$ cat config.mk
export PLATFORM = sky130hd
export DESIGN_NAME = trdb_itype_detector_mr
export DESIGN_NICKNAME = d
export VERILOG_FILES = /design/src/rtl/trdb_itype_detector_mr.sv
export SDC_FILE = /design/constraint.sdc
export NUM_CORES = 1
export LEC_CHECK = 0
export ABC_AREA = 1
export CORE_UTILIZATION = 30
export CTS_CLUSTER_DIAMETER = 60
export CTS_CLUSTER_SIZE = 30
export DETAILED_ROUTE_END_ITERATION = 8
export HOLD_SLACK_MARGIN = 0.06
export PLACE_DENSITY = 0.52
export REMOVE_ABC_BUFFERS = 1
export SLEW_MARGIN = 30
export SYNTH_ARGS = -nofsm -noshare
export SYNTH_HDL_FRONTEND = slang
export SYNTH_SLANG_ARGS = --single-unit
$ cat constraint.sdc
create_clock -name clk_i -period 2.8 [get_ports clk_i]
set_input_delay 0.42 -clock clk_i [delete_from_list [all_inputs] [get_ports clk_i]]
set_output_delay 0.42 -clock clk_i [all_outputs]
set_load 0.01 [all_outputs]
$ cat src/rtl/trdb_itype_detector_mr.sv
// Multi-retirement itype classifier: holds one beat and emits it with per-lane itypes
// once its successor is known. Optional feature macro: TRDB_IMPLICIT_RET_EN.
module trdb_itype_detector_mr #(
    parameter int unsigned XLEN = 32,
    parameter int unsigned NRET = 2
) (
    input  logic                 clk_i,
    input  logic                 rst_ni,
    input  logic                 in_valid_i,
    output logic                 in_ready_o,
    input  logic [NRET-1:0]      in_mask_i,
    input  logic [NRET*XLEN-1:0] in_iaddr_i,
    input  logic [NRET*32-1:0]   in_inst_i,
    input  logic [NRET-1:0]      in_compressed_i,
    input  logic [NRET-1:0]      in_exception_i,
    input  logic [NRET-1:0]      in_interrupt_i,
    input  logic                 flush_i,
    output logic                 out_valid_o,
    input  logic                 out_ready_i,
    output logic [NRET-1:0]      out_mask_o,
    output logic [NRET*XLEN-1:0] out_iaddr_o,
    output logic [NRET*3-1:0]    out_itype_o,
    output logic [NRET-1:0]      out_updiscon_o,
    output logic                 out_unresolved_o
);

    localparam int unsigned ILEN = 32;
    localparam int unsigned TW   = 3;

    localparam logic [ILEN-1:0] MASK_BRANCH   = 32'h0000_707f;
    localparam logic [ILEN-1:0] MATCH_BEQ     = 32'h0000_0063;
    localparam logic [ILEN-1:0] MATCH_BNE     = 32'h0000_1063;
    localparam logic [ILEN-1:0] MATCH_BLT     = 32'h0000_4063;
    localparam logic [ILEN-1:0] MATCH_BGE     = 32'h0000_5063;
    localparam logic [ILEN-1:0] MATCH_BLTU    = 32'h0000_6063;
    localparam logic [ILEN-1:0] MATCH_BGEU    = 32'h0000_7063;
    localparam logic [ILEN-1:0] MATCH_P_BEQIMM = 32'h0000_2063;
    localparam logic [ILEN-1:0] MATCH_P_BNEIMM = 32'h0000_3063;
    localparam logic [ILEN-1:0] MASK_C_BRANCH = 32'h0000_e003;
    localparam logic [ILEN-1:0] MATCH_C_BEQZ  = 32'h0000_c001;
    localparam logic [ILEN-1:0] MATCH_C_BNEZ  = 32'h0000_e001;
    localparam logic [ILEN-1:0] MASK_JALR     = 32'h0000_707f;
    localparam logic [ILEN-1:0] MATCH_JALR    = 32'h0000_0067;
    localparam logic [ILEN-1:0] MASK_XRET     = 32'hffff_ffff;
    localparam logic [ILEN-1:0] MATCH_MRET    = 32'h3020_0073;
    localparam logic [ILEN-1:0] MATCH_SRET    = 32'h1020_0073;

    localparam logic [TW-1:0] ITYPE_NONE  = 3'd0;
    localparam logic [TW-1:0] ITYPE_EXC   = 3'd1;
    localparam logic [TW-1:0] ITYPE_INTR  = 3'd2;
    localparam logic [TW-1:0] ITYPE_XRET  = 3'd3;
    localparam logic [TW-1:0] ITYPE_BR_NT = 3'd4;
    localparam logic [TW-1:0] ITYPE_BR_T  = 3'd5;
    localparam logic [TW-1:0] ITYPE_JALR  = 3'd6;
`ifdef TRDB_IMPLICIT_RET_EN
    localparam logic [TW-1:0] ITYPE_RET   = 3'd7;
`endif

    function automatic logic is_branch(input logic [ILEN-1:0] inst, input logic comp);
        logic hit;
        if (comp) begin
            hit = ((inst & MASK_C_BRANCH) == MATCH_C_BEQZ) ||
                  ((inst & MASK_C_BRANCH) == MATCH_C_BNEZ);
        end else begin
            hit = ((inst & MASK_BRANCH) == MATCH_BEQ)      ||
                  ((inst & MASK_BRANCH) == MATCH_BNE)      ||
                  ((inst & MASK_BRANCH) == MATCH_BLT)      ||
                  ((inst & MASK_BRANCH) == MATCH_BGE)      ||
                  ((inst & MASK_BRANCH) == MATCH_BLTU)     ||
                  ((inst & MASK_BRANCH) == MATCH_BGEU)     ||
                  ((inst & MASK_BRANCH) == MATCH_P_BEQIMM) ||
                  ((inst & MASK_BRANCH) == MATCH_P_BNEIMM);
        end
        return hit;
    endfunction

    function automatic logic is_xret(input logic [ILEN-1:0] inst, input logic comp);
        return !comp && (((inst & MASK_XRET) == MATCH_MRET) ||
                         ((inst & MASK_XRET) == MATCH_SRET));
    endfunction

    function automatic logic is_jalr(input logic [ILEN-1:0] inst, input logic comp);
        return !comp && ((inst & MASK_JALR) == MATCH_JALR);
    endfunction

`ifdef TRDB_IMPLICIT_RET_EN
    // jalr x0, off(ra|t0): conventional function return
    function automatic logic is_ret(input logic [ILEN-1:0] inst);
        return (inst[11:7] == 5'd0) && ((inst[19:15] == 5'd1) || (inst[19:15] == 5'd5));
    endfunction
`endif

    logic                 pend_q;
    logic [NRET-1:0]      mask_q;
    logic [NRET*XLEN-1:0] iaddr_q;
    logic [NRET*ILEN-1:0] inst_q;
    logic [NRET-1:0]      comp_q;
    logic [NRET-1:0]      exc_q;
    logic [NRET-1:0]      intr_q;

    logic have_succ;
    logic accept;
    logic out_fire;

    assign have_succ        = in_valid_i && (|in_mask_i);
    assign in_ready_o       = !pend_q || out_ready_i;
    assign out_valid_o      = pend_q && (have_succ || flush_i);
    assign out_unresolved_o = pend_q && flush_i && !have_succ;
    assign accept           = have_succ && in_ready_o;
    assign out_fire         = out_valid_o && out_ready_i;
    assign out_mask_o       = mask_q;
    assign out_iaddr_o      = iaddr_q;

    // Pending beat; zero-mask beats never load
    always_ff @(posedge clk_i or negedge rst_ni) begin : pend_reg
        if (!rst_ni) begin
            pend_q  <= 1'b0;
            mask_q  <= '0;
            iaddr_q <= '0;
            inst_q  <= '0;
            comp_q  <= '0;
            exc_q   <= '0;
            intr_q  <= '0;
        end else if (accept) begin
            pend_q  <= 1'b1;
            mask_q  <= in_mask_i;
            iaddr_q <= in_iaddr_i;
            inst_q  <= in_inst_i;
            comp_q  <= in_compressed_i;
            exc_q   <= in_exception_i;
            intr_q  <= in_interrupt_i;
        end else if (out_fire) begin
            pend_q  <= 1'b0;
            mask_q  <= '0;
        end
    end

    for (genvar g = 0; g < NRET; g++) begin : g_lane
        logic [ILEN-1:0] inst;
        logic [XLEN-1:0] addr;
        logic [XLEN-1:0] succ;
        logic [XLEN-1:0] seq;
        logic            is_last;
        logic            known;
        logic            taken;
        logic [TW-1:0]   itype;

        assign inst = inst_q[g*ILEN +: ILEN];
        assign addr = iaddr_q[g*XLEN +: XLEN];

        // Successor is the next pending lane, or incoming lane 0 for the last valid lane
        if (g == NRET - 1) begin : g_tail
            assign is_last = mask_q[g];
            assign succ    = in_iaddr_i[XLEN-1:0];
        end else begin : g_body
            assign is_last = mask_q[g] && !mask_q[g+1];
            assign succ    = is_last ? in_iaddr_i[XLEN-1:0] : iaddr_q[(g+1)*XLEN +: XLEN];
        end

        assign seq   = addr + (comp_q[g] ? XLEN'(2) : XLEN'(4));
        assign known = !is_last || have_succ;
        assign taken = known && (succ != seq);

        always_comb begin : classify
            itype = ITYPE_NONE;
            if (!mask_q[g]) begin
                itype = ITYPE_NONE;
            end else if (intr_q[g]) begin
                itype = ITYPE_INTR;
            end else if (exc_q[g]) begin
                itype = ITYPE_EXC;
            end else if (is_xret(inst, comp_q[g])) begin
                itype = ITYPE_XRET;
            end else if (is_jalr(inst, comp_q[g])) begin
`ifdef TRDB_IMPLICIT_RET_EN
                itype = is_ret(inst) ? ITYPE_RET : ITYPE_JALR;
`else
                itype = ITYPE_JALR;
`endif
            end else if (is_branch(inst, comp_q[g])) begin
                itype = taken ? ITYPE_BR_T : ITYPE_BR_NT;
            end
        end

        assign out_itype_o[g*TW +: TW] = itype;
        assign out_updiscon_o[g]       = itype inside {3'd1, 3'd2, 3'd3, 3'd6, 3'd7};
    end

endmodule

# After elaboration in Yosys (flattened, before gate mapping)
# Cells that the tools add are included.
# Widths: inputs -> output; s select.
# classes
addsub,2
n_eq_ne,38
mux,33
reduce_logical,45
# op_table
cell,n
$eq 10x10->1 const B,8
$add 32x3->32,2
$eq 32x29->1 const B,2
$eq 32x30->1 const B,2
$ne 32x32->1,2
$mux 3,14
$eq 10x7->1 const B,4
$eq 10x9->1 const B,4
$mux 32,1
$logic_or 1x1->1,22
$eq 10x8->1 const B,2
$eq 5x5->1 const B,4
$mux 1,16
$logic_and 1x1->1,13
$eq 3x2->1 const B,4
$eq 3x3->1 const B,4
$reduce_bool 5->1,2
$eq 3x1->1 const B,2
$logic_not 1->1,6
$mux 2,2
$reduce_bool 2->1,1
$reduce_or 2->1,1
# totals
register_bits,137
in_bits,141
out_inout_bits,77
word_cells,125

# Logic depth before layout (Yosys ltp)
# Gate-level depths: netlist (run 1).
# depth
depth_word,22
ltp_mapped,21
ltp_nobuf,21

# Worst setup path after synthesis (run 1)
# Ideal clock, no wire load.
# synth_timing
path_type,reg-to-output
start,register comp_q[0]
end,output port out_updiscon_o[0]
arrival_time_ns,2.280
t_required_ns,2.380
setup_slack_ns,0.100
stages_incl_launch_ff,20
n_path_buf,0
cell_sequence,dfrtp_1 > ha_1 > inv_1 > fa_1 > nor2_8 > nand2_2 > nor2_2 > nand2_1 > clkinv_1 > nand2_1 > nand2_1 > nand2_1 > nor2_1 > nand3_1 > nor2_1 > nand2_1 > nand2_1 > nand2_1 > nand3_1 > nand2_1
# synth_between
elab_chain_cells,14
# synth_lines
element,line,text
start: declaration,97,logic [NRET-1:0] comp_q;
start signal: assignment,129,comp_q <= in_compressed_i;
"parallel branches: the longest is 8 deep, another holds $add 32x3->32",n/a,
$mux 3 (*),172,"end else if (is_xret(inst, comp_q[g])) begin"
$mux 3 (*),170,end else if (exc_q[g]) begin
$mux 3 (*),168,end else if (intr_q[g]) begin
$mux 3 (*),166,if (!mask_q[g]) begin
"$eq 3x1->1, or another cell as far along",186,"assign out_updiscon_o[g] = itype inside {3'd1, 3'd2, 3'd3, 3'd6, 3'd7};"
$reduce_bool 5->1 (*),186,
end: declaration,23,"output logic [NRET-1:0] out_updiscon_o,"
# Every way passes the cells marked *. The select of a mux whose other input is x is not followed.

# Final worst setup path (run 1)
# Ends and elaborated chain as after synthesis.

==> qor.yml, run 1 <==
worstPathArrival_ns: 2.99
min_period_ns: 3.41
grt_pass1_wl_um: 49900
clock-sinks: 135
die_w_um: 173
io_pins: 218
maxCapViolCount: 0
violations: "setup timing"
drtIter0Drc: 517
critPathMaxFanout: 7
worst-path-buf-inv: 3
crit_type: "flip-flop to primary output"
rr_startpoint: "pend_q"
worst_slew_pin_slew_ns: 0.499
drc: 0
critPathMostFrequentCell: "nand2_1"
synth_warnings: 0
yosysSeqAreaShare_pct: 38.3
yosysTopAreaCell: "dfrtp_1"
clock_skew_ns: 0.00836
synth_area_per_cell_um2: 7.28
outcome: "complete, but fails checks"
path_cells: "ha_4 > inv_2 > fa_2 > nor2_8 > nand3_4 > inv_2 > nand2_1 > nand2_1 > nand2_1 > nor2_1 > nand2_1 > nor2_2 > nand2_1 > nor2_1 > nand2_2 > nand2_2 > nand2_2 > nand3_1 > nand2_1 > buf_2"
placed_area_um2: 12700
cts_inserted_buffers: 17
ys.flop_type: "dfrtp_1"
die_h_um: 173
p_leak_uw: 0.00642
wl_um: 31600
max_freq_ghz: 0.293
fin_area_um2: 13500
timing.final.ws_setup_ns: -0.613
viasPerCell: 4.56
antenna_found_initial: 4
grt_start_max_net_pins: 52
rsz0062_at_grt: "true"
seqCellArea_um2: 3380
tritoncts: "yes"
finalHoldViolations: 0
synthTopCellsByArea: "dfrtp_1 (38%), nand2_1 (17%), mux2_2 (10%), nor2_1 (5.9%), inv_1 (5.4%)"
first_global_vias: 9245
startpoint: "comp_q[0]"
setup_violations: 4
place_congestion: 0.872
critPathSlowestCell: "dfrtp_1"
synth_seq_cells: 135
fillers: 2884
dp_hpwl_um: 25400
wire_per_inst_um: 15.8
firstDrtPassIters: 7
grt_overflow_total: 0
cp-end-kind: "primary output"
multi_input_area_um2: 4990
cts_buffer_depth: 2
port_buffers: 215
area_delta_synth_final_pct: 53.8
mostFrequentLayoutCells: "nand2_1 (381), clkdlybuf4s50_1 (206), buf_4 (174), dfrtp_1 (135), nor2_1 (126)"
synth_cells: 1211
clock_latency_ns: 0.43
crit_required_ns: 2.38
synth_area_um2: 8810
hp-class: "input pin to async pin"
yosysTopAreaCellShare_pct: 38.3
finalNetCount: 1749
critPathTopFamily: "simple AND/OR/NAND/NOR gates"
rows: 62
start_util_pct: 30.6
synthArstFlopShare_pct: 100
synth_cell_types: 40
die_area_um2: 30100
htree_levels: 4
worstSetupStartpointType: "flip-flop"
fin_crit_sh_pct: 122
power_density_nw_per_um2: 650
peakVddDrop_mv: 0.356
clkTransAtPathRegs_ns: 0.07
synth_edf_count: 0
crit_path_max_incr_delay_ns: 0.42
vias: 9122
final_antenna_net_count: 0
slew_violations: 0
hold_slack_ns: 0.499
core_area_um2: 28800
grt_use_total_pct: 21.5
final_common_cell: "nand2_1"
drive_above_1_share_pct: 23.5
root_buffer: "clkbuf_16"
relSlewSlack_pct: 66.7
path summary, 6_finish.rpt:
| check | end | slack, ns | cells past startpoint |
|---|---|---|---|
| max | out_updiscon_o[0] | -0.61 | 20 |
| min | inst_q[57] | 0.50 | 2 |
| max reg2reg | out_iaddr_o[56] | 1.05 | 7 |
| min reg2reg | inst_q[9] | 0.51 | 1 |
| max in group asynchronous | inst_q[4] | 1.60 | 3 |
| min in group clk_i | inst_q[9] | 0.51 | 1 |
area by class of cell:
cell class,count,area share (%)
clock inverters,15,1.04
clock buffers,17,3.14
inverters,130,3.60
repair buffers,401,26.9
flip-flops and latches,135,24.9
well taps,384,3.55
multi-input cells,917,36.9
diodes,1,0.0185
cell usage after synthesis, types with 5 or more instances:
master and number:
nand3b_1 15, nand4_1 11, xor2_1 17, nor2_2 9, dfrtp_1 135, inv_1 127
nor2_1 138, o21ai_0 47, mux2_2 80, xnor2_1 17, nor3_1 13, nor4_1 7
buf_4 6, nand2_1 398, nand3_1 85, a21oi_1 38, o21bai_1 5, buf_2 18
kinds of logic (layout without fill, tap and decap cells):
family,after synthesis,after routing,synth area share (%)
compound gates,100,100,6.03
xor+xnor,34,34,3.38
fa+ha+maj,6,6,1.02
buf+inv,159,563,7.28
flops,135,135,38.3
mux,80,80,10.2
other cells,0,1,0
simple gates,697,697,33.7
report_power, final:
group | internal [uW] | switching [uW] | leakage [uW] | total, uW
logic | 1920 | 1900 | 0.00458 | 3820
registers | 2350 | 364 | 0.00157 | 2720
clock network | 1240 | 1030 | 0.000277 | 2270
flip-flops by register name, indices dropped and copies added (netlist names):
| register | cells |
|---|---|
| out_mask_o | 2 |
| out_iaddr_o | 64 |
| exc_q | 2 |
| intr_q | 2 |
| inst_q | 62 |
| comp_q | 2 |
| pend_q | 1 |
stage by stage:
stage	setup slack (ns)	util, %	power, uW	std cells	setup TNS, ns
detailed placement	-0.722	44.1	6470	1954	-2.65
global route	-0.842	47.1	9410	1999	-3.06
floorplan	-1.95	-	4490	1182	-249.51
finish	-0.613	47.1	8810	2000	-2.19
global placement	-0.687	44.1	6440	1954	-2.54
CTS	-0.654	46.6	8830	1997	-2.42
per-layer routing:
layer	vias to the layer above	routed length [um]	GRT usage, %
li1	4659	-	-
met1	4217	14000	27.4
met2	213	15200	36.3
met3	27	2030	5.83
met4	6	359	4.65
met5	-	37	0
repair_timing:
item / 4_1_cts / 5_1_grt
gates resized for setup: 58 / 32
pin swaps: 27 / 26
hold buffers: 1 / 0
hold endpoints to repair: 48 / 0
setup buffers: 10 / 2
endpoints found under the setup margin: 8 / 5
(Power assumes the default switching activity.)
==> inputs of run 2 (changes only) <==
Settings changed: CORE_UTILIZATION 30 to 40, PLACE_DENSITY 0.52 to 0.67, SKIP_CTS_REPAIR_TIMING set to 1.
==> qor.yml, run 2 (same netlist as run 1, synthesis figures left out) <==
tritoncts: "yes"
hp-class: "input pin to async pin"
die_w_um: 150  # -13%
max_freq_ghz: 0.292  # -0.47%
first_global_vias: 8918  # -3.5%
worstSetupStartpointType: "flip-flop"
min_period_ns: 3.43  # +0.0162 ns
wl_met2_um: 14600  # -4.0%
io_pins: 218  # unchanged
antenna_found_initial: 0  # -4
cts_inserted_buffers: 17  # unchanged
dpl_worst_slack_ns: -0.624  # +0.0978 ns
clock_latency_ns: 0.43  # about the same
crit_type: "flip-flop to primary output"
setup_violations: 4  # unchanged
mostFrequentLayoutCells: "nand2_1 (387), clkdlybuf4s50_1 (206), buf_4 (153), dfrtp_1 (135), nor2_1 (133)"
finalNetCount: 1727  # -1.3%
largest_register_ffs: 64  # unchanged
final_util_pct: 61.7  # +15 points
worstPathArrival_ns: 3.01  # +0.02 ns
routed-wl-met3_um: 1980  # -2.5%
htree_levels: 4  # unchanged
drtIter0Drc: 538  # +4.1%
wire_per_inst_um: 16.1  # +1.7%
ff2ff_setup_slack_ns: 1.03  # -0.02 ns
grt_pass1_wl_um: 46300  # -7.2%
firstDrtPassIters: 5  # -2
port_buffers: 215  # unchanged
die_h_um: 150  # -13%
worst_slew_pin_slew_ns: 0.566  # +0.0664 ns
route.top_layer_used: "met4"
reg2reg_depth: 5  # -2
maxCapViolCount: 0  # unchanged
violations: "setup timing"
placedCellCount: 1829  # -6.4%
rr_startpoint: "pend_q"
relSlewSlack_pct: 62.3  # -4.4 points
area_delta_synth_final_pct: 49.1
rsz0062_at_grt: "true"
clock_skew_ns: 0.00689  # -0.00148 ns
grt_overflow_total: 0  # unchanged
final_antenna_net_count: 0  # unchanged
die_area_um2: 22600  # -25%
outcome: "complete, but fails checks"
drive_above_1_share_pct: 21.4  # -2.2 points
root_buffer: "clkbuf_16"
drc: 0  # unchanged
peakVddDrop_mv: 0.491  # +38%
timing.final.ws_setup_ns: -0.629  # -0.0162 ns
grt_use_total_pct: 27.4  # +5.8 points
finalHoldViolations: 0  # unchanged
vias: 9217  # +1.0%
placed_area_um2: 12400  # -2.0%
final_common_cell: "nand2_1"
cts_buffer_depth: 2  # unchanged
slew_violations: 0  # unchanged
fin_crit_sh_pct: 122  # +0.58 points
dp_hpwl_um: 24000  # -5.3%
crit_required_ns: 2.38  # about the same
start_util_pct: 41.4  # +11 points
place_congestion: 0.933  # +7.0%
viasPerCell: 4.94  # +8.2%
cp-end-kind: "primary output"
clock-sinks: 135  # unchanged
grt_start_max_net_pins: 58  # +12%
clkTransAtPathRegs_ns: 0.07  # about the same
r2r-end: "out_iaddr_o[63]"
met1_length_um: 12800  # -8.5%
critPathMaxFanout: 5  # -2
diodes: 0  # -1
wl_um: 30000  # -5.1%
power_density_nw_per_um2: 660  # +1.5%
fin_cells: 1867  # -6.7%
p_leak_uw: 0.00632  # -1.7%
core_area_um2: 21300  # -26%
fin_area_um2: 13100  # -3.0%
rows: 53  # -15%
-- run 2: report_power, final --
| part | switching (uW) | internal [uW] |
|---|---|---|
| combinational | 1890 | 1880 |
| sequential | 368 | 2350 |
| clock | 1020 | 1170 |
-- run 2: layout make-up --
type / count / area, um^2
fillers: 1932 / 8150
multi-input cells: 918 / 4920
repair buffers: 378 / 3460
flip-flops and latches: 135 / 3380
inverters: 130 / 488
clock buffers: 17 / 425
well taps: 275 / 344
clock inverters: 14 / 130
-- run 2: critical path: stages, from the launching register on --
cell	delay, ns
dfrtp_1	0.39
ha_2	0.21
inv_2	0.04
fa_2	0.45
nor2_8	0.16
nand3_4	0.12
nor2_4	0.18
nand3_2	0.08
nand2_2	0.07
nand2_2	0.06
nor2_1	0.13
nand2_1	0.09
nor2_1	0.09
nand2_1	0.10
nand2_1	0.11
nand2_2	0.06
nand3_1	0.06
nand2_1	0.05
buf_2	0.13
-- run 2: worst max-delay path by stage --
stage | slack [ns] | startpoint | depth (start not counted) | end
finish | -0.63 | comp_q[0] | 18 | out_updiscon_o[0]
global route | -0.84 | comp_q[0] | 19 | out_updiscon_o[0]
CTS | -1.11 | comp_q[0] | 18 | out_updiscon_o[0]
detailed placement | -0.62 | comp_q[1] | 18 | out_updiscon_o[1]
global placement | -0.58 | comp_q[0] | 20 | out_updiscon_o[0]
floorplan | -1.95 | in_mask_i[1] | 5 | pend_q
-- run 2: layer usage --
| layer | up-vias | global-route usage, % |
|---|---|---|
| met2 | 284 | 46.3 |
| li1 | 4620 | - |
| met5 | - | 0 |
| met4 | 0 | 8.79 |
| met3 | 42 | 6.39 |
| met1 | 4271 | 34.3 |
-- run 2: per-stage QoR --
stage | hold slack, ns | total power [uW] | TNS (ns)
floorplan | 0.124 | 4490 | -249.51
global placement | 0.414 | 6370 | -2.21
detailed placement | 0.413 | 6410 | -2.40
CTS | -0.0504 | 8630 | -4.92
global route | 0.528 | 9210 | -3.17
finish | 0.503 | 8670 | -2.38
==> inputs of run 3 (changes only) <==
Settings changed: CORE_ASPECT_RATIO set to 1.1.
==> qor.yml, run 3 (same netlist as run 1, synthesis figures left out) <==
viasPerCell: 4.90  # -0.74%
finalHoldViolations: 0  # unchanged
place_congestion: 0.960  # +2.9%
die_w_um: 144  # -4.6%
reg2reg_depth: 5  # unchanged
worstSetupStartpointType: "flip-flop"
finalNetCount: 1738  # +0.64%
seqCellArea_um2: 3380  # unchanged
setup_violations: 4  # unchanged
slew_violations: 0  # unchanged
vias: 9281  # +0.69%
wl_um: 29900  # -0.46%
fin_tns_setup_ns: -2.27  # +0.109 ns
tritoncts: "yes"
drc: 0  # unchanged
max_freq_ghz: 0.293  # +0.32%
worst_slew_pin_slew_ns: 0.623  # +0.0576 ns
critPathMostFrequentCell: "nand2_1"
firstDrtPassIters: 5  # unchanged
power_density_nw_per_um2: 659  # about the same
final_antenna_net_count: 0  # unchanged
clkTransAtPathRegs_ns: 0.07  # about the same
worstPathArrival_ns: 3.00  # about the same
critPathMaxFanout: 7  # +2
root_buffer: "clkbuf_16"
htree_levels: 4  # unchanged
clock_skew_ns: 0.0111  # +0.00424 ns
drtIter0Drc: 430  # -20%
wl_met2_um: 14700  # +0.99%
critPathTopFamily: "simple AND/OR/NAND/NOR gates"
core_area_um2: 21400  # +0.72%
p_leak_uw: 0.00643  # +1.8%
cp-end-kind: "primary output"
diodes: 0  # unchanged
peakVddDrop_mv: 0.482  # -1.8%
path_cells: "ha_2 > inv_2 > fa_2 > nor2_8 > buf_4 > buf_4 > nand3_1 > nand3_1 > nand2_1 > nand2_1 > inv_1 > nand2_1 > nor2_1 > nand3_1 > nor2_1 > nand2_1 > nand2_1 > nand2_2 > nand2_1 > nor2_1 > clkbuf_2"
timing.final.ws_setup_ns: -0.618  # +0.0109 ns
min_period_ns: 3.42  # -0.0109 ns
crit_required_ns: 2.38  # about the same
fin_crit_sh_pct: 122  # -0.39 points
die_area_um2: 22600  # about the same
drive_above_1_share_pct: 21.8  # +0.40 points
hp-class: "flip-flop to flip-flop"
power_uw: 8770  # +1.2%
crit_type: "flip-flop to primary output"
dp_hpwl_um: 23800  # -0.67%
relSlewSlack_pct: 58.5  # -3.8 points
cts_buffer_depth: 2  # unchanged
antenna_found_initial: 0  # unchanged
grt_start_max_net_pins: 63  # +8.6%
r2r-end: "out_iaddr_o[38]"
grt_overflow_total: 0  # unchanged
start_util_pct: 41.1  # -0.30 points
violations: "setup timing"
mostFrequentLayoutCells: "nand2_1 (391), clkdlybuf4s50_1 (206), buf_4 (164), dfrtp_1 (135), nor2_1 (133)"
rows: 56  # +5.7%
holdPathEnd: "inst_q[28]"
area_delta_synth_final_pct: 51.0
crit_path_max_incr_delay_ns: 0.44  # about the same
grt_pass1_wl_um: 46500  # +0.45%
die_h_um: 158  # +4.8%
wire_per_inst_um: 15.8  # -1.9%
outcome: "complete, but fails checks"
routed-wl-met3_um: 1950  # -1.6%
rr_startpoint: "pend_q"
grt_use_total_pct: 27.0  # -0.35 points
critPathSlowestCell: "fa_2"
fillers: 1932  # unchanged
final_common_cell: "nand2_1"
cts_inserted_buffers: 17  # unchanged
rsz0062_at_grt: "true"
multi_input_area_um2: 4910  # about the same
clock-sinks: 135  # unchanged
io_pins: 218  # unchanged
route.top_layer_used: "met4"
ff2ff_setup_slack_ns: 1.05  # +0.02 ns
met1_length_um: 12500  # -2.2%
startpoint: "comp_q[0]"
clock_latency_ns: 0.43  # about the same
maxCapViolCount: 0  # unchanged
hp-start: "inst_q[28]"
hold_slack_ns: 0.504  # +0.000731 ns
worst-path-buf-inv: 5  # +3
holdPathStages: 1
first_global_vias: 9134  # +2.4%
port_buffers: 215  # unchanged
largest_register_ffs: 64  # unchanged
==> run 3: worst register-to-register path, delay by kind of cell (launching register included) <==
family	cells	cell delay, ns
buffers and inverters	2	0.35
flip-flops	1	0.33
multiplexers	1	0.41
AND/OR/NAND/NOR	2	0.56
==> run 3: per-stage QoR <==
step / instances / cell area [um^2] / setup WS (ns) / utilization, %
6_report: 1894 / 13300 / -0.618 / 62.1
3_5_place_dp: 1852 / 12500 / -0.640 / 58.4
4_1_cts: 1884 / 13100 / -1.12 / 61.2
2_1_floorplan: 1182 / 8660 / -1.95 / -
3_3_place_gp: 1852 / 12500 / -0.588 / 58.4
5_1_grt: 1894 / 13300 / -0.875 / 62.1
==> run 3: how the worst max path moves through the flow <==
stage	endpoint	depth (start not counted)
2_1_floorplan	pend_q	5
3_3_place_gp	out_updiscon_o[0]	18
3_5_place_dp	out_updiscon_o[0]	20
4_1_cts	out_updiscon_o[0]	20
5_1_grt	out_itype_o[0]	21
6_report	out_itype_o[0]	21
==> run 3: layout make-up <==
class | instances | area share, %
multi-input combinational | 917 | 36.9
timing repair buffer | 390 | 26.8
inverter | 130 | 3.67
sequential | 135 | 25.4
clock buffer | 18 | 3.30
tap | 290 | 2.73
clock inverter | 14 | 1.17
==> run 3: power breakdown <==
part	internal, uW	total, uW	switching (uW)
Sequential	2350	2710	351
Clock	1220	2290	1070
Combinational	1890	3780	1890
Total	5470	8770	3310
==> run 3: layer usage <==
layer,vias to the layer above,track usage [%]
met5,-,0
met4,0,7.50
met3,40,6.44
met2,284,47.4
met1,4321,32.8
li1,4636,-
